[config.mk]
export PLATFORM = sky130hd
export DESIGN_NAME = qeciphy_rx_frame_aligner
export DESIGN_NICKNAME = d
export VERILOG_FILES = /design/src/rtl/qeciphy_rx_frame_aligner.sv
export SDC_FILE = /design/constraint.sdc
export NUM_CORES = 1
export LEC_CHECK = 0
export CORE_UTILIZATION = 37
export CTS_BUF_LIST = sky130_fd_sc_hd__clkbuf_4
export CTS_CLUSTER_SIZE = 40
export DETAILED_ROUTE_END_ITERATION = 10
export PLACE_DENSITY = 0.78
export SETUP_SLACK_MARGIN = 0.4
export SLEW_MARGIN = 25
export SYNTH_ARGS = -nofsm -noshare
export SYNTH_HDL_FRONTEND = slang
export SYNTH_SLANG_ARGS = --single-unit
[constraint.sdc]
create_clock -name clk_i -period 2.53 [get_ports clk_i]
set_input_delay 0.253 -clock clk_i [delete_from_list [all_inputs] [get_ports clk_i]]
set_output_delay 0.253 -clock clk_i [all_outputs]
set_load 0.02 [all_outputs]
[src/rtl/qeciphy_rx_frame_aligner.sv]
// qeciphy_rx_frame_aligner
// Finds the Frame Alignment Word in the raw RX word stream, confirms it with a
// hunt/verify/locked state machine, and re-emits the stream one cycle later with
// frame / CRC-group boundary strobes and a lock enable for the RX data monitor.
// Optional build macro: QECIPHY_RX_ALIGN_STATS_EN adds saturating miss and
// lock-loss counters; without it both count ports are tied to zero.
//
// state  | meaning
// HUNT   | every word is tested for the FAW
// VERIFY | FAW found; checking that it repeats every FAW_PERIOD words
// LOCKED | aligned; strobes valid, consecutive misses counted toward loss of lock

`timescale 1ns/1ps

package qeciphy_pkg;
  localparam logic [63:0] FAW_WORD = 64'hA5C3_5A3C_0FF0_F00F;

  function automatic logic is_faw(input logic [63:0] word);
    return word == FAW_WORD;
  endfunction
endpackage

module qeciphy_rx_frame_aligner #(
  parameter int FAW_PERIOD   = 64,
  parameter int CRC_PERIOD   = 7,
  parameter int VERIFY_COUNT = 3,
  parameter int LOSS_COUNT   = 4
) (
  input  logic        clk_i,
  input  logic        rst_i,
  input  logic        enable_i,
  input  logic [63:0] tdata_i,
  output logic [63:0] tdata_o,
  output logic        faw_boundary_o,
  output logic        crc_boundary_o,
  output logic        locked_o,
  output logic        lock_lost_o,
  output logic [15:0] faw_miss_count_o,
  output logic [15:0] lock_loss_count_o
);

  localparam int POS_W   = (FAW_PERIOD > 1) ? $clog2(FAW_PERIOD) : 1;
  localparam int CRC_W   = (CRC_PERIOD > 1) ? $clog2(CRC_PERIOD) : 1;
  localparam int MATCH_W = $clog2(VERIFY_COUNT + 1);
  localparam int MISS_W  = $clog2(LOSS_COUNT + 1);

  localparam logic [POS_W-1:0]   POS_LAST    = POS_W'(FAW_PERIOD - 1);
  localparam logic [CRC_W-1:0]   CRC_LAST    = CRC_W'(CRC_PERIOD - 1);
  localparam logic [MATCH_W-1:0] MATCH_FINAL = MATCH_W'(VERIFY_COUNT - 1);
  localparam logic [MISS_W-1:0]  MISS_FINAL  = MISS_W'(LOSS_COUNT - 1);

  typedef enum logic [1:0] {
    HUNT   = 2'd0,
    VERIFY = 2'd1,
    LOCKED = 2'd2
  } state_t;

  state_t               state_q, state_d;
  logic [POS_W-1:0]     pos_q, pos_d, pos_inc;
  // crc_q tracks (pos-1) mod CRC_PERIOD so no divider is needed; it sits at
  // CRC_LAST on frame position 0 so that position 1 lands on 0.
  logic [CRC_W-1:0]     crc_q, crc_d, crc_inc;
  logic [MATCH_W-1:0]   match_q, match_d;
  logic [MISS_W-1:0]    miss_q, miss_d;
  logic                 lock_lost_d;
  logic                 locked_d;
  logic                 faw_hit;
  logic                 pos_at_faw;

  assign faw_hit    = qeciphy_pkg::is_faw(tdata_i);
  assign pos_inc    = (pos_q == POS_LAST) ? '0 : pos_q + 1'b1;
  assign crc_inc    = (pos_q == POS_LAST) ? CRC_LAST :
                      ((crc_q == CRC_LAST) ? '0 : crc_q + 1'b1);
  assign pos_at_faw = (pos_inc == '0);

  // Next-state evaluation of the current input word.
  always_comb begin
    state_d     = state_q;
    pos_d       = pos_inc;
    crc_d       = crc_inc;
    match_d     = match_q;
    miss_d      = miss_q;
    lock_lost_d = 1'b0;
    if (!enable_i) begin
      state_d = HUNT;
      pos_d   = '0;
      crc_d   = CRC_LAST;
      match_d = '0;
      miss_d  = '0;
    end else begin
      unique case (state_q)
        HUNT: begin
          if (faw_hit) begin
            state_d = VERIFY;
            pos_d   = '0;
            crc_d   = CRC_LAST;
            match_d = MATCH_W'(1);
          end
        end
        VERIFY: begin
          if (pos_at_faw) begin
            if (!faw_hit) begin
              state_d = HUNT;
              match_d = '0;
            end else if (match_q == MATCH_FINAL) begin
              state_d = LOCKED;
              match_d = '0;
              miss_d  = '0;
            end else begin
              match_d = match_q + 1'b1;
            end
          end
        end
        LOCKED: begin
          if (pos_at_faw) begin
            if (faw_hit) begin
              miss_d = '0;
            end else if (miss_q == MISS_FINAL) begin
              state_d     = HUNT;
              miss_d      = '0;
              lock_lost_d = 1'b1;
            end else begin
              miss_d = miss_q + 1'b1;
            end
          end
        end
        default: begin
          state_d = HUNT;
          pos_d   = '0;
          crc_d   = CRC_LAST;
          match_d = '0;
          miss_d  = '0;
        end
      endcase
    end
  end

  assign locked_d = (state_d == LOCKED);

  // State registers and the registered, mutually aligned output stage.
  always_ff @(posedge clk_i or posedge rst_i) begin
    if (rst_i) begin
      state_q        <= HUNT;
      pos_q          <= '0;
      crc_q          <= CRC_LAST;
      match_q        <= '0;
      miss_q         <= '0;
      tdata_o        <= '0;
      faw_boundary_o <= 1'b0;
      crc_boundary_o <= 1'b0;
      locked_o       <= 1'b0;
      lock_lost_o    <= 1'b0;
    end else begin
      state_q        <= state_d;
      pos_q          <= pos_d;
      crc_q          <= crc_d;
      match_q        <= match_d;
      miss_q         <= miss_d;
      tdata_o        <= tdata_i;
      faw_boundary_o <= locked_d && (pos_d == '0);
      crc_boundary_o <= locked_d && (pos_d != '0) && (crc_d == '0);
      locked_o       <= locked_d;
      lock_lost_o    <= lock_lost_d;
    end
  end

`ifdef QECIPHY_RX_ALIGN_STATS_EN
  logic [15:0] faw_miss_cnt_q;
  logic [15:0] lock_loss_cnt_q;
  logic        miss_evt;

  assign miss_evt = enable_i && (state_q == LOCKED) && pos_at_faw && !faw_hit;

  // Saturating diagnostics counters; enable_i deliberately does not clear them.
  always_ff @(posedge clk_i or posedge rst_i) begin
    if (rst_i) begin
      faw_miss_cnt_q  <= '0;
      lock_loss_cnt_q <= '0;
    end else begin
      if (miss_evt && (faw_miss_cnt_q != 16'hFFFF)) begin
        faw_miss_cnt_q <= faw_miss_cnt_q + 16'd1;
      end
      if (lock_lost_d && (lock_loss_cnt_q != 16'hFFFF)) begin
        lock_loss_cnt_q <= lock_loss_cnt_q + 16'd1;
      end
    end
  end

  assign faw_miss_count_o  = faw_miss_cnt_q;
  assign lock_loss_count_o = lock_loss_cnt_q;
`else
  assign faw_miss_count_o  = '0;
  assign lock_loss_count_o = '0;
`endif

endmodule
==> impl_results.rst <==
.. list-table::
   :header-rows: 1

   * - Metric
     - Value
   * - Most used standard cell by instance count after synthesis
     - dfrtp_1
   * - Antenna diode count
     - 0
   * - Global-route wire length before repair
     - 11900 um
   * - Transition time at the pin with the least slew margin
     - 0.733 ns
   * - CP max stage cell
     - or4_4
   * - Unrepaired setup endpoints after global routing
     - true
   * - Top-area cell type share of the netlist area
     - 62.5%
   * - Worst EP required
     - 2.85 ns
   * - First-pass iteration count of the detailed router
     - 7
   * - Horizontal die dimension
     - 96.2 um
   * - Violations in the final reports
     - DRC
   * - Max cap viols
     - 0
   * - Cell type contributing the most total cell area after synthesis
     - dfrtp_1
   * - Endpoints failing setup
     - 0
   * - Crit-path most repeated cell
     - or4_4
   * - Layout Area Growth over Synthesis
     - 72.3%
   * - Ordered list of cells on the worst path
     - buf_6 -> or4_1 -> or4_4 -> or4_4 -> nor4_4 -> o211ai_2 -> nor4b_4
   * - Share of post-route cells with drive strength above 1
     - 18.0%
   * - Vert. Die Dim
     - 96.2 um
   * - Total wirelength of the detailed-routed design
     - 8630 um
   * - EDFF count, synth
     - 0
   * - Power density over the cells
     - 484 nW/um2
   * - Last weighted congestion value of the routability-driven placer
     - 0.796
   * - Synth warn
     - 0
   * - Category of the critical setup timing path
     - in2reg
   * - Gate count of the mapped netlist
     - 251
   * - Stages on worst setup path
     - 7
   * - HPWL after detailed placement
     - 5810 um
   * - Reported leakage power
     - 2.78 nW
   * - Number of cell instances on the worst register-to-register path
     - 7
   * - Arrival time reported for the critical path endpoint
     - 2.43 ns
   * - Antenna violations before repair
     - 0
   * - Most frequent cells after synthesis
     - 82 x dfrtp_1, 33 x buf_4, 10 x nor2_1
   * - Seq/Total Area, Yosys
     - 64.1%
   * - Number of global-route vias before repair
     - 2459
   * - Type of the most critical hold path
     - in2reg
   * - Worst r2r dst
     - crc_boundary_o
   * - Number of hold violations in the final report
     - 0
   * - TritonCTS buffer count
     - 9
   * - Clock transition at the registers of the reported paths
     - 0.14 ns
   * - Post-synth top flop
     - dfrtp_1
   * - Element type at the critical path end
     - flip-flop
   * - Count of input and output buffers
     - 134
   * - Area of the core
     - 8640 um2
   * - Count of pins over their slew limit
     - 0
   * - Crit start category
     - input pin
   * - Most area-consuming cells after synthesis
     - dfrtp_1 62%, buf_4 7.5%, ha_1 2.7%
   * - Synthesized area
     - 3280 um2
   * - Highest cell delay on the worst timing path
     - 0.52 ns
   * - H-tree depth
     - 3
   * - WL/cell
     - 15.3 um
   * - Row cnt
     - 34
   * - Total vias in the final route
     - 2638
   * - Launch point of the critical path
     - tdata_i[18]
   * - Post-Route Skew
     - 0.00916 ns
   * - GRT Overall Usage
     - 17.5%
   * - Num ports
     - 167
   * - Layout fillers
     - 608
   * - Count of routing violations after the opening detailed-route iteration
     - 93
   * - R2r startpoint
     - pos_q[3]
   * - Flip-flop and latch count after synthesis
     - 84
   * - Final routed DRC violation total
     - 1
   * - Die area
     - 9260 um2
   * - Distinct cells, synth
     - 49
   * - Insertion delay of the later-clocked pin in the worst-skew pair
     - 0.42 ns
   * - Internal reg-to-reg setup slack
     - 0.43 ns
   * - Critical path destination
     - crc_boundary_o
   * - Share of flip-flops with an asynchronous set or reset
     - 100%
   * - Clock Sink Count
     - 84
   * - Cell area reported after detailed placement
     - 4790 um2
   * - Share of the clock period used by the worst path
     - 83.4%
   * - TritonCTS clock tree
     - yes
   * - Run status
     - finished, violations left
   * - Pin count of the biggest net entering global routing
     - 33
   * - CTS root buf
     - clkbuf_4
   * - Final net count
     - 524
   * - Buffer depth of the longest clock path
     - 2
   * - Worst voltage drop across the vdd grid
     - 0.331 mV
   * - Post-layout minimum cycle time
     - 2.11 ns
   * - Initial standard-cell utilization of the core
     - 38.0%
   * - Total gr overflow
     - 0
   * - Family of cells with the greatest summed delay on the critical path
     - simple AND/OR/NAND/NOR gates
   * - Total negative slack
     - 0 ns
   * - WP buf/inv
     - 1
   * - Cell area after layout
     - 5660 um2
   * - Mean area per synthesized cell
     - 13.1 um2
   * - Achievable Freq
     - 474 MHz
   * - Number of vias per cell
     - 4.69
   * - Slew margin rel.
     - 51.1%
   * - Detail Route Antenna Nets
     - 0
   * - CP max FO
     - 7
   * - Hold path startpoint
     - tdata_i[9]
how the worst min path moves through the flow:
stage	endpoint	slack, ns	cells past startpoint
final	tdata_o[9]	0.03	1
after global routing	tdata_o[32]	0.0007	1
after CTS	tdata_o[16]	-0.08	1
after detailed placement	miss_q[2]	0.50	1
after global placement	miss_q[2]	0.48	1
after floorplan	tdata_o[0]	0.28	0
final cells by class:
cell class / instances / area (um2) / share of cell area (%)
flip-flops and latches: 84 / 2110 / 37.2
repair buffers: 196 / 2020 / 35.7
multi-input cells: 150 / 1210 / 21.4
well taps: 108 / 135 / 2.39
clock inverters: 7 / 75.1 / 1.33
clock buffers: 9 / 67.6 / 1.19
inverters: 9 / 37.5 / 0.663
registers in the layout, summed over array words and instances (netlist names):
signal          cells
match_q             2
crc_boundary_o      1
crc_q               3
pos_q               6
state_q             2
tdata_o            64
lock_lost_o         1
locked_o            1
miss_q              3
faw_boundary_o      1
per-layer routing:
metal | global-route usage, % | routed length, um | vias up
li1 | - | - | 1216
met1 | 19.3 | 3110 | 1292
met2 | 30.3 | 4640 | 120
met3 | 7.27 | 779 | 10
met4 | 5.60 | 101 | 0
met5 | 0 | 0 | -
repair_timing:
item,in CTS,in global routing
pin swaps,12,21
hold buffers,2,35
buffers inserted,3,5
endpoints found under the hold margin,3,35
endpoints found under the setup margin,18,19
gates resized for setup,23,69
cell usage in the layout, fill, tap and decap left out, types with 7 or more instances in the layout:
cell type and n:
dfrtp_1 79, nand2_1 9, buf_4 22, clkbuf_4 9, dlygate4sd3_1 37, nand4_1 8
clkdlybuf4s50_1 87, inv_1 7, conb_1 32, dlymetal6s2s_1 42, nor2_1 8
per-stage QoR:
stage / utilization [%] / power, W / setup slack [ns] / hold slack (ns) / instances
CTS: 58.0 / 0.00270 / 0.271 / -0.0820 / 523
detailed placement: 55.5 / 0.00191 / -0.306 / 0.497 / 502
global route: 65.5 / 0.00287 / 0.352 / 0.000678 / 563
finish: 65.5 / 0.00274 / 0.421 / 0.0285 / 563
floorplan: - / 0.00169 / 0.138 / 0.284 / 282
global placement: 55.5 / 0.00190 / -0.277 / 0.481 / 502
where the power goes:
group	switching [W]	total, W	internal, W
registers	0.0000277	0.00144	0.00141
clock network	0.000476	0.000785	0.000309
logic	0.000253	0.000518	0.000265
total	0.000756	0.00274	0.00198
logic make-up (layout without fill, tap and decap cells):
family                     count (synthesis)  in the layout  share of synthesized area [%]
DFF                                       84             84                           64.1
and+or+nand+nor                           71             71                           14.0
buffers and inverters                     48            221                           9.49
AOI/OAI and AO/OA                         31             31                           7.16
adders and majority gates                  7              7                           2.67
xor gates and xnor gates                   6              6                           1.60
muxes                                      3              3                          0.914
other                                      1             32                          0.114
No activity file was read; power rests on OpenSTA's default activity.
